<file path="src/rtl/led_ctrl_pkg.sv">
// Shared constants for the LED scanner and the frame BRAM it reads.
//   DATA_W  : BRAM word / LED width, fixed by the BRAM.
//   state_t : scanner FSM state encoding (IDLE, FETCH, LATCH, SHOW).
package led_ctrl_pkg;

   localparam int DATA_W = 16;

   typedef logic [1:0] state_t;

   localparam state_t IDLE  = 2'd0;
   localparam state_t FETCH = 2'd1;
   localparam state_t LATCH = 2'd2;
   localparam state_t SHOW  = 2'd3;

endpackage

</file>
<file path="src/rtl/dwell_timer.sv">
// Dwell counter for the LED scanner. Counts clocks while run=1 and flags
// the last dwell cycle. It wraps to zero on that cycle, so it cannot overflow.
// Ports:
//   clk    in  system clock, rising edge
//   reset  in  asynchronous active-high reset
//   clear  in  forces the count to zero (takes priority over run)
//   run    in  count this cycle
//   done   out count has reached DWELL_CYCLES-1 (decoded from the count register)
module dwell_timer #(
   parameter int DWELL_CYCLES = 100_000_000
) (
   input  logic clk,
   input  logic reset,
   input  logic clear,
   input  logic run,
   output logic done
);

   localparam int CNT_W = (DWELL_CYCLES > 1) ? $clog2(DWELL_CYCLES) : 1;
   localparam logic [CNT_W-1:0] LAST = CNT_W'(DWELL_CYCLES - 1);

   logic [CNT_W-1:0] cnt_q, cnt_d;

   always_comb begin
      cnt_d = cnt_q;
      if (clear) begin
         cnt_d = '0;
      end else if (run) begin
         cnt_d = (cnt_q == LAST) ? '0 : cnt_q + CNT_W'(1);
      end
   end

   always_ff @(posedge clk or posedge reset) begin
      if (reset) cnt_q <= '0;
      else       cnt_q <= cnt_d;
   end

   assign done = (cnt_q == LAST);

endmodule

</file>
<file path="src/rtl/bram_led_scanner.sv">
// Walks a frame BRAM from address 0 to DEPTH-1. It reads each word over a
// 1-cycle-latency port and holds the word on the LEDs for DWELL_CYCLES clocks.
// It pulses frame_done on the edge that completes the last word's dwell.
// Ports:
//   clk, reset   system clock / asynchronous active-high reset
//   enable       level: run when 1, pause when 0 (FETCH/LATCH always complete)
//   restart      1-cycle request to rewind to address 0 and return to IDLE
//   rd_en        BRAM read enable (high only in FETCH)
//   rd_addr      BRAM read address (always the current word address)
//   rd_data      BRAM read data, valid the cycle after rd_en
//   led          registered LED drive
//   frame_done   1-cycle pulse at the end of each full pass
//   state_dbg    current FSM state, for observation
// Handshake: a read is issued by rd_en=1 for exactly one cycle. rd_data is
// consumed only on the following cycle (LATCH) and is ignored at all other times.
module bram_led_scanner
   import led_ctrl_pkg::*;
#(
   parameter int DEPTH        = 256,
   parameter int ADDR_W       = 8,
   parameter int DWELL_CYCLES = 100_000_000
) (
   input  logic              clk,
   input  logic              reset,
   input  logic              enable,
   input  logic              restart,
   output logic              rd_en,
   output logic [ADDR_W-1:0] rd_addr,
   input  logic [DATA_W-1:0] rd_data,
   output logic [DATA_W-1:0] led,
   output logic              frame_done,
   output logic [1:0]        state_dbg
);

   localparam logic [ADDR_W-1:0] LAST_ADDR = ADDR_W'(DEPTH - 1);

   state_t            state_q, state_d;
   logic [ADDR_W-1:0] addr_q, addr_d;
   logic [DATA_W-1:0] led_q, led_d;
   logic              frame_done_q, frame_done_d;
   logic              dwell_done;
   logic              timer_clear;
   logic              timer_run;
   logic              terminal;

   // The dwell ends only on a counting cycle. A paused SHOW never advances.
   assign terminal = (state_q == SHOW) && enable && dwell_done;

   // The counter is held at zero everywhere except SHOW. This gives the
   // "cnt<=0 at LATCH" behaviour, and restart clears it as well.
   assign timer_clear = restart || (state_q != SHOW);
   assign timer_run   = (state_q == SHOW) && enable;

   dwell_timer #(
      .DWELL_CYCLES(DWELL_CYCLES)
   ) u_dwell_timer (
      .clk   (clk),
      .reset (reset),
      .clear (timer_clear),
      .run   (timer_run),
      .done  (dwell_done)
   );

   // State register
   always_ff @(posedge clk or posedge reset) begin
      if (reset) state_q <= IDLE;
      else       state_q <= state_d;
   end

   // Next-state logic. FETCH and LATCH ignore enable so that an issued read
   // always lands on the LEDs.
   always_comb begin
      state_d = state_q;
      case (state_q)
         IDLE:    if (enable) state_d = FETCH;
         FETCH:   state_d = LATCH;
         LATCH:   state_d = SHOW;
         SHOW:    if (terminal) state_d = FETCH;
         default: state_d = IDLE;
      endcase
      if (restart) state_d = IDLE;
   end

   // Datapath next values: address, LED word and frame pulse
   always_comb begin
      addr_d       = addr_q;
      led_d        = led_q;
      frame_done_d = 1'b0;
      if (restart) begin
         addr_d = '0;
      end else begin
         if (state_q == LATCH) led_d = rd_data;
         if (terminal) begin
            addr_d       = (addr_q == LAST_ADDR) ? '0 : addr_q + ADDR_W'(1);
            frame_done_d = (addr_q == LAST_ADDR);
         end
      end
   end

   always_ff @(posedge clk or posedge reset) begin
      if (reset) begin
         addr_q       <= '0;
         led_q        <= '0;
         frame_done_q <= 1'b0;
      end else begin
         addr_q       <= addr_d;
         led_q        <= led_d;
         frame_done_q <= frame_done_d;
      end
   end

   // Outputs: registers, or decodes of the state register only
   always_comb begin
      rd_en      = (state_q == FETCH);
      rd_addr    = addr_q;
      led        = led_q;
      frame_done = frame_done_q;
      state_dbg  = state_q;
   end

endmodule
</file>
<file path="config.mk">
export PLATFORM = sky130hd
export DESIGN_NAME = bram_led_scanner
export DESIGN_NICKNAME = d
export VERILOG_FILES = /design/src/rtl/led_ctrl_pkg.sv /design/src/rtl/dwell_timer.sv /design/src/rtl/bram_led_scanner.sv
export SDC_FILE = /design/constraint.sdc
export NUM_CORES = 1
export LEC_CHECK = 0
export CAP_MARGIN = 20
export CORE_AREA = 3 3 93 95
export CTS_CLUSTER_SIZE = 8
export DETAILED_ROUTE_END_ITERATION = 7
export DIE_AREA = 0 0 96 98
export PLACE_DENSITY = 0.68
export SYNTH_ARGS = -nofsm -noshare
export SYNTH_HDL_FRONTEND = slang
export SYNTH_SLANG_ARGS = --single-unit
</file>
<file path="constraint.sdc">
create_clock -name clk -period 2.5 [get_ports clk]
set_input_delay 0.25 -clock clk [delete_from_list [all_inputs] [get_ports clk]]
set_output_delay 0.25 -clock clk [all_outputs]
set_load 0.05 [all_outputs]
</file>
-- Word-level counts from Yosys, hierarchy flattened
Cells that the tools add are included.
- add/subtract/negate cells: 2
- equality and inequality tests: 8
- mux-type cells: 12
- bitwise gates (word level): 1
- reduce and logical (&&, ||, !) cells: 8
- operators by type and width (cell ; number):
    $mux W27 ; 3
    $add A27 B1 Y27 const B ; 1
    $eq A27 B27 Y1 const B ; 1
    $mux W8 ; 3
    $add A8 B1 Y8 const B ; 1
    $eq A8 B8 Y1 const B ; 1
    $pmux W2 S4 ; 1
    $mux W2 ; 3
    $ne A3 B3 Y1 const B ; 2
    $eq A2 B2 Y1 const B ; 2
    $reduce_and A2 Y1 ; 2
    $reduce_bool A2 Y1 ; 2
    $eq A2 B1 Y1 const B ; 1
    $logic_and A1 B1 Y1 ; 2
    $logic_not A2 Y1 ; 1
    $mux W1 ; 2
    $ne A2 B2 Y1 const B ; 1
    $logic_or A1 B1 Y1 ; 1
    $not A1 Y1 ; 1
- flip-flop bits (word level): 54
- word-level logic and storage cells: 36

-- Depth between registers and ports, before layout
Gate-level depths: netlist of the first run.
- word-level depth: 6
- mapped depth: 7
- gate-level depth less buffers: 6

-- Hierarchy
From an unflattened synthesis of the first run, not the netlist that was laid out.
- cell total of the unflattened synthesis: 261
- area, all modules: 2756.4 um2
- modules (own cells, without submodules) (module ; times used ; cells an instance ; area each (um2)):
    dwell_timer ; 1 ; 158 ; 1512.7
    bram_led_scanner ; 1 ; 103 ; 1243.7

-- Worst setup path after synthesis of the first run
Ideal clock, no wire load.
- path kind: register -> register
- start point: register u_dwell_timer.cnt_q[17]
- end point: register addr_q[7] (netlist: rd_addr[7])
- setup time: 0.136 ns
- data arrival time: 2.355 ns
- data required time: 2.364 ns
- setup slack: 0.010 ns
- cell stages (with the launch flop): 6
- path through: dfrtp_1 or4b_1 or4_4 or4_4 o31ai_2 a21oi_1
- longest elaborated chain between the ends: 3
- ends and longest elaborated chain (element ; line ; text):
    start, declared ; dwell_timer.sv:22 ; logic [CNT_W-1:0] cnt_q, cnt_d;
    start signal, assigned ; dwell_timer.sv:35 ; else cnt_q <= cnt_d;
    $eq A27 B27 Y1 ; dwell_timer.sv:38 ; assign done = (cnt_q == LAST);
    $logic_and A1 B1 Y1 ; bram_led_scanner.sv:47 ; assign terminal = (state_q == SHOW) && enable && dwell_done;
    $reduce_bool A2 Y1 (no source line) ; - ;
    end signal, assigned ; bram_led_scanner.sv:106 ; addr_q <= addr_d;
    end, declared ; bram_led_scanner.sv:38 ; logic [ADDR_W-1:0] addr_q, addr_d;
No other way between the ends.
A chain may end at the register's enable or synchronous reset.

-- Worst setup path in the final report of the first run
- start point: register u_dwell_timer.cnt_q[19]
- end point: register addr_q[7] (netlist: rd_addr[7])
The elaborated chain is that of the path after synthesis.

==> results of run 1 <==
## layer usage
layer / vias up / track usage
met1: 1021 / 0.163
met5: - / 0
met2: 51 / 0.217
met4: 0 / 0.0263
met3: 6 / 0.0293
li1: 1034 / -
## final timing paths
path | depth (start not counted) | end | from | slack [ns]
worst max-delay path | 5 | rd_addr[7] | u_dwell_timer.cnt_q[19] | 0.05
worst min-delay path | 2 | led[3] | reset | 0.27
worst max register to register | 5 | rd_addr[7] | u_dwell_timer.cnt_q[19] | 0.05
worst min register to register | 1 | led[11] | led[11] | 0.51
max in group asynchronous | 3 | u_dwell_timer.cnt_q[11] | reset | 1.60
min in group clk | 1 | led[11] | led[11] | 0.51
## registers in the layout (all words and copies together) (netlist names)
register             cells
rd_addr                  8
u_dwell_timer.cnt_q     27
frame_done               1
state_dbg                2
led                     16
## where the power goes
part	switching, W	internal, W
clock network	0.000284	0.000427
registers	0.0000803	0.00102
logic	0.000753	0.000445
total	0.00112	0.00189
## worst reg2reg max path, delay by kind of cell (launching register included)
| family | cells | cell delay, ns |
|---|---|---|
| AO/OA/AOI/OAI | 2 | 0.26 |
| flip-flops | 1 | 0.39 |
| AND/OR/NAND/NOR | 3 | 1.70 |
## repair_timing
item / in CTS / in global routing
buffers inserted: 1 / 1
pin swaps: 1 / 6
resized for setup: 0 / 3
endpoints found under the setup margin: 4 / 5
## through the flow
step | area (um^2) | setup slack (ns) | hold WS, ns
2_1_floorplan | 2670 | 0.00961 | 0.402
3_3_place_gp | 3380 | -0.00131 | 0.489
3_5_place_dp | 3380 | -0.0495 | 0.495
4_1_cts | 3530 | 0.00229 | 0.277
5_1_grt | 3550 | -0.00862 | 0.314
6_report | 3550 | 0.0500 | 0.270
## cell type report
cell class                      count  area, um^2
Clock inverter                      2        60.1
Tap cell                          102         128
Inverter                            7        26.3
Multi-Input combinational cell    182        1280
Fill cell                         726        4250
Timing Repair Buffer               68         628
Sequential cell                    54        1350
Clock buffer                        6        82.6
## cells in the final DEF (no fill, tap or decap), drive strengths merged, types with 5 or more instances in the layout
cell type      netlist  layout
ha                   6       6
or4                  6       6
nor2                30      30
or3                  5       5
xnor2               10      10
nand4                9       9
xor2                10      10
clkbuf               6       6
dfrtp               54      54
inv                  7       7
nand3               12      12
mux2                18      18
nor4                 6       6
nand2               12      12
clkdlybuf4s50        0      47
buf                  1      21
o21ai                7       7
nor3                 8       8
a21oi               10      10
## kinds of logic after synthesis
family,count (synthesis),share of synthesized area
XOR/XNOR,20,0.0656
flip-flops,54,0.506
AO/OA/AOI/OAI,29,0.0712
multiplexers,20,0.0848
AND/OR/NAND/NOR,107,0.224
buffers and inverters,14,0.0197
adder cells (fa/ha/maj),6,0.0281
==> metrics, run 1 <==
#FFs+latches synth 54; total die area 9410 um^2; syn nets 276; Mapped Area 2670 um^2; count leader, synth dfrtp_1; number of flops mapped to enable cells by yosys 0; Clk pin slew, worst setup/hold paths 0.10 ns; final setup violating endpoints 0; Longest Clk Path Bufs 2; DR pass1 iterations 4; Critical Path Fanout Max 5; min Tclk post-route 2.45 ns; share of cells above drive strength 1 0.176; DRC 0; type of element launching the critical path flip-flop; Clock Tree Root clkbuf_8; Slew HR 0.588; WP data required 2.70 ns; number of port buffers 47; final setup TNS 0 ns; htree depth 2; latest clock arrival within the worst-skew pair 0.30 ns; initial antenna violation count 0; vias in the first global route 2108; wl on met1 2630 um; RSZ-0062 raised after global routing true; slowest CP cell or4_4; Slew Viols, Final 0; Synth cell types 43; DRT antenna net count 0; Vias per Instance 5.02; Seq/Total Area, Yosys 0.506; Synth Instances 250; top post-synthesis cells by count dfrtp_1 (54), nor2_1 (30), mux2_2 (17); Area contributors post-synth dfrtp_1 (51%), mux2_2 (7.2%), nor2_1 (4.2%), xnor2_1 (3.3%), xor2_1 (3.3%); core footprint 7810 um^2; WS Path Type reg -> reg; post-layout util 0.455; Detailed Place HPWL 4240 um; GPL Wtd Cong 0.792; die height 98 um; Crit path max-delay family simple AND/OR/NAND/NOR gates; CTS Sinks 54; Critical Path Max Stage Delay 0.58 ns; IO Pins 48; Final Skew 0.00522 ns; Synth warnings 0; WL met2 2830 um; Yosys top cell by area dfrtp_1; Rows 32; via count 2112; DP Cell Count 411; area delta synth->final 33.1%; most common flop cell mapped by yosys dfrtp_1; CTS hold repair buffers 0; DR WL/cell 13.8 um; crit-path cells or4b_4 -> or4_4 -> or4_4 -> o31ai_4 -> a21oi_1; TritonCTS Buffers 5; gr ovfl total 0; final hold violations 0; CP endpoint kind flip-flop; Nets 344; worst hold path class in -> async; Worst EP arrival 2.65 ns; total power 0.00301 W; Die X 96 um; Highest Signal Layer met4; CP dominant cell by count or4_4; Synth top area share 0.506; worst slew pin tran 0.613 ns; Max VDD drop 287 uV; Final period util 0.980; largest net degree at the start of global routing 24; all-layer global routing usage 0.127; wire length on met3 285 um; Non-Filler Instances 421; share of flip-flops with an asynchronous set or reset 1.00; first-pass GRT wire length 9800 um; Cell Pwr Density 846 nW/um^2; WP buf/inv 0; Starting Density 0.342; diodes inserted 0; maxcap violations 0; CTS tree yes; Leak 1.46 nW; DRT iter0 DRCs 115; fmax 0.408 GHz; syn_area_per_cell 10.7 um^2; routed wire length 5800 um; status complete, no violations
Power figures use the tool's default switching activity.
==> run 2: changes to the inputs <==
ABC_AREA = 1   (was not set)
CORE_AREA = 3 3 101 103   (was 3 3 93 95)
DIE_AREA = 0 0 104 106   (was 0 0 96 98)
PLACE_DENSITY = 0.64   (was 0.68)
SLEW_MARGIN = 20   (was not set)
clock period = 2.95 ns   (was 2.5 ns; I/O delays follow)
==> run 2 against run 1 <==
Effect of this change:
- clock power down 15%
- via count increased by 25%
- critical endpoint is now rd_en
- register-to-register slack improved by 1.1 ns
- critical path depth decreased by 2
- total power fell by 12%
- largest cell class is now multi-input gates
- global-route usage increased by 0.99 points
- sequential cell count unchanged
- wire length increased by 25%
- sequential power is 14% lower
- non-clock buffer count is 19 lower
- core utilization down 3.5 points
==> metrics, run 2 <==
total die area 11000 um^2 (was 9410 um^2); Critical Path Max Stage Delay 0.83 ns (was 0.58 ns); DR pass1 iterations 4 (unchanged); Clk pwr share 0.228 (was 0.236); core footprint 9280 um^2 (was 7810 um^2); max FFs per register 27 (unchanged); Final Skew 0.00861 ns (was 0.00522 ns); via count 2647 (was 2112); Placement Cell Area 3760 um^2 (was 3380 um^2); Area contributors post-synth dfrtp_1 (43%), nand2_1 (13%), nor2_1 (7.4%), mux2_2 (5.7%), inv_1 (4.6%) (was dfrtp_1 (51%), mux2_2 (7.2%), nor2_1 (4.2%), xnor2_1 (3.3%), xor2_1 (3.3%)); Non-Filler Instances 578 (was 421); diodes inserted 0 (unchanged); sequential power share 0.356 (was 0.365); Resized cells post-CTS 0 (unchanged); Nets 474 (was 344); commonest non-fill, non-tap cell in the layout nand2_1 (was dfrtp_1); DRT iter0 DRCs 168 (was 115); switching power 0.00103 W (was 0.00112 W); top post-synthesis cells by count nand2_1 (111), nor2_1 (62), dfrtp_1 (54) (was dfrtp_1 (54), nor2_1 (30), mux2_2 (17)); Synth warnings 0 (unchanged); largest net degree at the start of global routing 28 (was 24); die height 106 um (was 98 um); fmax 0.464 GHz; Synth Instances 397 (was 250); crit path from state_dbg[1] (was u_dwell_timer.cnt_q[19]); WS Path Type reg -> out (was reg -> reg); area delta synth->final 23.7% (was 33.1%); type of element launching the critical path flip-flop (unchanged); most common flop cell mapped by yosys dfrtp_1 (unchanged); Yosys top cell by area dfrtp_1 (unchanged); Comb pwr share 0.416 (was 0.398); wire length on met3 369 um (was 285 um); Synth top area share 0.428 (was 0.506); Synth cell types 33 (was 43); worst reg2reg path depth 8 (was 5); reg2reg start state_dbg[0] (was u_dwell_timer.cnt_q[19]); Slew HR 0.625 (was 0.588); crit-path cells inv_1 -> ha_1 -> clkdlybuf4s50_1 (was or4b_4 -> or4_4 -> or4_4 -> o31ai_4 -> a21oi_1); TritonCTS Buffers 5 (unchanged); status complete, no violations (unchanged); most frequent cells in the layout nand2_1 (111), nor2_1 (62), dfrtp_1 (54), clkdlybuf4s50_1 (47), inv_1 (38) (was dfrtp_1 (54), clkdlybuf4s50_1 (47), nor2_1 (30), buf_4 (21), mux2_2 (17)); post-layout util 0.420 (was 0.455); Clk pin slew, worst setup/hold paths 0.10 ns (about the same); Rows 35 (was 32); Final period util 0.730; fin area 3900 um^2 (was 3550 um^2); final setup violating endpoints 0 (unchanged); maxcap violations 0 (unchanged); CP endpoint kind output port (was flip-flop); Critical Path Fanout Max 5 (unchanged); Starting Density 0.340 (was 0.342); count leader, synth nand2_1 (was dfrtp_1); CTS hold repair buffers 0 (unchanged); Vias per Instance 4.58 (was 5.02); Worst EP arrival 1.86 ns (was 2.65 ns); DP Cell Count 570 (was 411); Leak 1.61 nW (was 1.46 nW); slowest CP cell clkdlybuf4s50_1 (was or4_4); DRC 0 (unchanged); min Tclk post-route 2.15 ns; Seq/Total Area, Yosys 0.428 (was 0.506); RSZ-0062 raised after global routing false (was true); IO Pins 48 (unchanged); syn nets 423 (was 276); routed wire length 7240 um (was 5800 um); Highest Signal Layer met4 (unchanged); Critical Path Stages 3 (was 5); final setup TNS 0 ns (unchanged); share of cells above drive strength 1 0.140 (was 0.176); Slew Viols, Final 0 (unchanged); Die X 104 um (was 96 um); Critical Path Sink rd_en (was rd_addr[7]); WL met2 3310 um (was 2830 um); # fillers 945 (was 726); WP buf/inv 2 (was 0); all-layer global routing usage 0.137 (was 0.127); Detailed Place HPWL 5430 um (was 4240 um); Clock Tree Root clkbuf_8 (unchanged); reg2reg setup slack 1.12 ns (was 0.05 ns); hold_ws 0.352 ns (was 0.270 ns); first-pass GRT wire length 12700 um (was 9800 um); Crit path max-delay family buffers and inverters (was simple AND/OR/NAND/NOR gates); number of flops mapped to enable cells by yosys 0 (unchanged); share of flip-flops with an asynchronous set or reset 1.00 (unchanged); vias in the first global route 2644 (was 2108); GPL Wtd Cong 0.912 (was 0.792); Cell Pwr Density 682 nW/um^2 (was 846 nW/um^2); #FFs+latches synth 54 (unchanged); worst slew pin tran 0.562 ns (was 0.613 ns); gr ovfl total 0 (unchanged); WP data required 2.65 ns (was 2.70 ns); final hold violations 0 (unchanged); latest clock arrival within the worst-skew pair 0.31 ns (was 0.30 ns); P_int 0.00162 W (was 0.00189 W); DRT antenna net count 0 (unchanged); number of port buffers 47 (unchanged); DR WL/cell 12.5 um (was 13.8 um); post-CTS setup buffers 0 (was 1); Max VDD drop 630 uV (was 287 uV); FF-to-FF End u_dwell_timer.cnt_q[22] (was rd_addr[7]); Longest Clk Path Bufs 2 (unchanged); CTS tree yes (unchanged); initial antenna violation count 0 (unchanged); htree depth 2 (unchanged); Sw Ratio 0.389 (was 0.371); worst hold path class in -> async (unchanged); Mapped Area 3150 um^2 (was 2670 um^2); syn_area_per_cell 7.95 um^2 (was 10.7 um^2); CTS Sinks 54 (unchanged); Biggest register u_dwell_timer.cnt_q (unchanged); wl on met1 3490 um (was 2630 um)
-- run 2: cell count changes after synthesis, moves of 9 or more --
cell,change
xnor2_1,-9
nand3_1,+16
nor2_1,+32
nand2_1,+99
nand2_2,+11
inv_1,+32
-- run 2: logic make-up after synthesis --
logic type	share of synthesized area
adder cells (fa/ha/maj)	0.0238
multiplexers	0.0571
AO/OA/AOI/OAI	0.0270
flip-flops	0.428
AND/OR/NAND/NOR	0.371
XOR/XNOR	0.0305
buffers and inverters	0.0623
-- run 2: power groups by stage --
| stage | logic, W | registers, W | clock network, W |
|---|---|---|---|
| 3_3_place_gp | 0.00110 | 0.000954 | 0 |
| 2_1_floorplan | 0.000294 | 0.00141 | 0 |
| 3_5_place_dp | 0.00112 | 0.000965 | 0 |
| 6_report | 0.00111 | 0.000948 | 0.000606 |
| 4_1_cts | 0.00112 | 0.000950 | 0.000623 |
| 5_1_grt | 0.00116 | 0.000966 | 0.000653 |
-- run 2: worst min-delay path by stage --
stage	from	end	slack, ns	depth (start not counted)
4_1_cts	reset	rd_addr[1]	0.36	2
3_5_place_dp	led[5]	led[5]	0.49	1
6_report	reset	led[6]	0.35	2
5_1_grt	reset	rd_addr[7]	0.41	2
2_1_floorplan	enable	frame_done	0.44	2
3_3_place_gp	led[8]	led[8]	0.48	1
-- run 2: cell type report --
| class | count | area [um^2] | share of cell area |
|---|---|---|---|
| repair buffers | 49 | 485 | 0.124 |
| clock inverters | 2 | 60.1 | 0.0154 |
| clock buffers | 6 | 82.6 | 0.0212 |
| well taps | 129 | 161 | 0.0414 |
| multi-input cells | 297 | 1610 | 0.412 |
| inverters | 41 | 154 | 0.0394 |
| flip-flops and latches | 54 | 1350 | 0.346 |
-- run 2: layer usage --
layer  up-vias  global-route usage
li1       1353                   -
met1      1230               0.185
met2        58               0.223
met3         6              0.0322
met4         0              0.0342
met5         -                   0
-- run 2: through the flow --
stage	power (W)	setup slack (ns)
floorplan	0.00171	1.13
global route	0.00278	0.715
detailed placement	0.00208	0.613
finish	0.00266	0.796
global placement	0.00206	0.676
CTS	0.00269	0.789
==> run 3: changes to the inputs <==
clock period = 2.3 ns   (was 2.95 ns; I/O delays follow)
==> run 3 against run 2 <==
Effect of this change:
- sequential share of layout area up 0.11 points
- register-to-register slack worse by 0.51 ns
- die area stayed put
- largest cell class unchanged
==> metrics, run 3 (synthesis results as in run 2) <==
final setup TNS 0 ns (unchanged); final setup violating endpoints 0 (unchanged); Leak 1.60 nW (was 1.61 nW); DRT iter0 DRCs 177 (was 168); WS Path Type reg -> out (unchanged); Biggest register u_dwell_timer.cnt_q (unchanged); RSZ-0062 raised after global routing false (unchanged); DRT antenna net count 0 (unchanged); Worst EP arrival 1.84 ns (was 1.86 ns); Max VDD drop 695 uV (was 630 uV); CP endpoint kind output port (unchanged); IO Pins 48 (unchanged); reg2reg start state_dbg[0] (unchanged); switching power 0.00133 W (was 0.00103 W); share of cells above drive strength 1 0.140 (about the same); Final Skew 0.00908 ns (was 0.00861 ns); Detailed Place HPWL 5320 um (was 5430 um); maxcap violations 0 (unchanged); worst reg2reg path depth 8 (unchanged); Vias per Instance 4.65 (was 4.58); die height 106 um (unchanged); FF-to-FF End u_dwell_timer.cnt_q[17] (was u_dwell_timer.cnt_q[22]); core footprint 9280 um^2 (unchanged); CTS Sinks 54 (unchanged); via count 2690 (was 2647); P_int 0.00195 W (was 0.00162 W); fin area 3890 um^2 (was 3900 um^2); CTS tree yes (unchanged); WP data required 2.07 ns (was 2.65 ns); diodes inserted 0 (unchanged); commonest non-fill, non-tap cell in the layout nand2_1 (unchanged); GPL Wtd Cong 0.906 (was 0.912); multi-input logic area 1610 um^2 (unchanged); # fillers 924 (was 945); Nets 475 (was 474); min Tclk post-route 2.07 ns; Cell Pwr Density 842 nW/um^2 (was 682 nW/um^2); gr ovfl total 0 (unchanged); Place WS 0.402 ns (was 0.613 ns); fmax 0.483 GHz; worst hold path class in -> async (unchanged); latest clock arrival within the worst-skew pair 0.31 ns (about the same); type of element launching the critical path flip-flop (unchanged); number of port buffers 47 (unchanged); worst slew pin tran 0.522 ns (was 0.562 ns); Starting Density 0.340 (unchanged); Comb pwr share 0.433 (was 0.416); max FFs per register 27 (unchanged); Placement Cell Area 3780 um^2 (was 3760 um^2); post-layout util 0.419 (was 0.420); Rows 35 (unchanged); post-CTS setup buffers 0 (unchanged); first-pass GRT wire length 12500 um (was 12700 um); sequential power share 0.370 (was 0.356); DR WL/cell 12.2 um (was 12.5 um); Final period util 0.901; reg2reg setup slack 0.61 ns (was 1.12 ns); initial antenna violation count 0 (unchanged); largest net degree at the start of global routing 55 (was 28); CTS hold repair buffers 0 (unchanged); TritonCTS Buffers 5 (unchanged); total power 0.00328 W (was 0.00266 W); DRC 0 (unchanged); Slew HR 0.651 (was 0.625); final hold violations 0 (unchanged); Resized cells post-CTS 0 (unchanged); vias in the first global route 2639 (was 2644); Die X 104 um (unchanged); most frequent cells in the layout nand2_1 (111), nor2_1 (62), dfrtp_1 (54), clkdlybuf4s50_1 (47), inv_1 (38) (unchanged); Sw Ratio 0.405 (was 0.389); Clock Tree Root clkbuf_8 (unchanged); status complete, no violations (unchanged); all-layer global routing usage 0.134 (was 0.137); fin worst setup slack 0.228 ns (was 0.796 ns); Critical Path Fanout Max 5 (unchanged); routed wire length 7070 um (was 7240 um); DR pass1 iterations 4 (unchanged); Longest Clk Path Bufs 2 (unchanged); total die area 11000 um^2 (unchanged); Clk pin slew, worst setup/hold paths 0.10 ns (about the same); Slew Viols, Final 0 (unchanged); Clk pwr share 0.197 (was 0.228); area delta synth->final 23.3% (was 23.7%); sequential cell area 1350 um^2 (unchanged); htree depth 2 (unchanged)
==> run 3: cell types whose count changed in the layout (fill, tap and decap cells not counted), sizes merged <==
cell | previous run | this run
bufinv | 2 | 1
buf | 2 | 3
clkinvlp | 0 | 1
==> run 3: routing by layer <==
metal,vias up,routed length [um],track usage
met5,-,0,0
met4,0,125,0.0370
met3,12,353,0.0285
met2,63,3180,0.213
met1,1259,3410,0.186
li1,1356,-,-
==> run 3: power by group through the flow <==
| stage | Clock (W) | Sequential (W) | Combinational, W |
|---|---|---|---|
| after floorplan | 0 | 0.00181 | 0.000378 |
| after global placement | 0 | 0.00122 | 0.00142 |
| after detailed placement | 0 | 0.00123 | 0.00143 |
| after CTS | 0.000668 | 0.00121 | 0.00144 |
| after global routing | 0.000700 | 0.00124 | 0.00150 |
| final | 0.000645 | 0.00121 | 0.00142 |
==> run 3: critical path, cell delays in order, from the launching register on <==
cell and delay, ns:
dfrtp_1 0.44, inv_1 0.10, ha_1 0.17, clkdlybuf4s50_1 0.83
==> run 3: area by class of cell <==
cell class | instances | share of cell area
Clock buffer | 6 | 0.0187
Timing Repair Buffer | 50 | 0.130
Tap cell | 129 | 0.0415
Inverter | 41 | 0.0396
Clock inverter | 2 | 0.00965
Sequential cell | 54 | 0.347
Multi-Input combinational cell | 297 | 0.413
==> run 3: worst max path at each step <==
stage | slack [ns] | depth (start not counted) | to | from
3_3_place_gp | 0.45 | 9 | u_dwell_timer.cnt_q[17] | restart
6_report | 0.23 | 3 | rd_en | state_dbg[1]
2_1_floorplan | 0.48 | 5 | led[0] | state_dbg[0]
5_1_grt | 0.13 | 3 | rd_en | state_dbg[1]
4_1_cts | 0.20 | 3 | rd_en | state_dbg[1]
3_5_place_dp | 0.40 | 9 | u_dwell_timer.cnt_q[22] | restart
==> run 3: metrics by stage <==
stage / hold slack, ns / instances
after floorplan: 0.374 / 397
after global placement: 0.486 / 571
after detailed placement: 0.490 / 571
after CTS: 0.300 / 579
after global routing: 0.317 / 579
final: 0.274 / 579
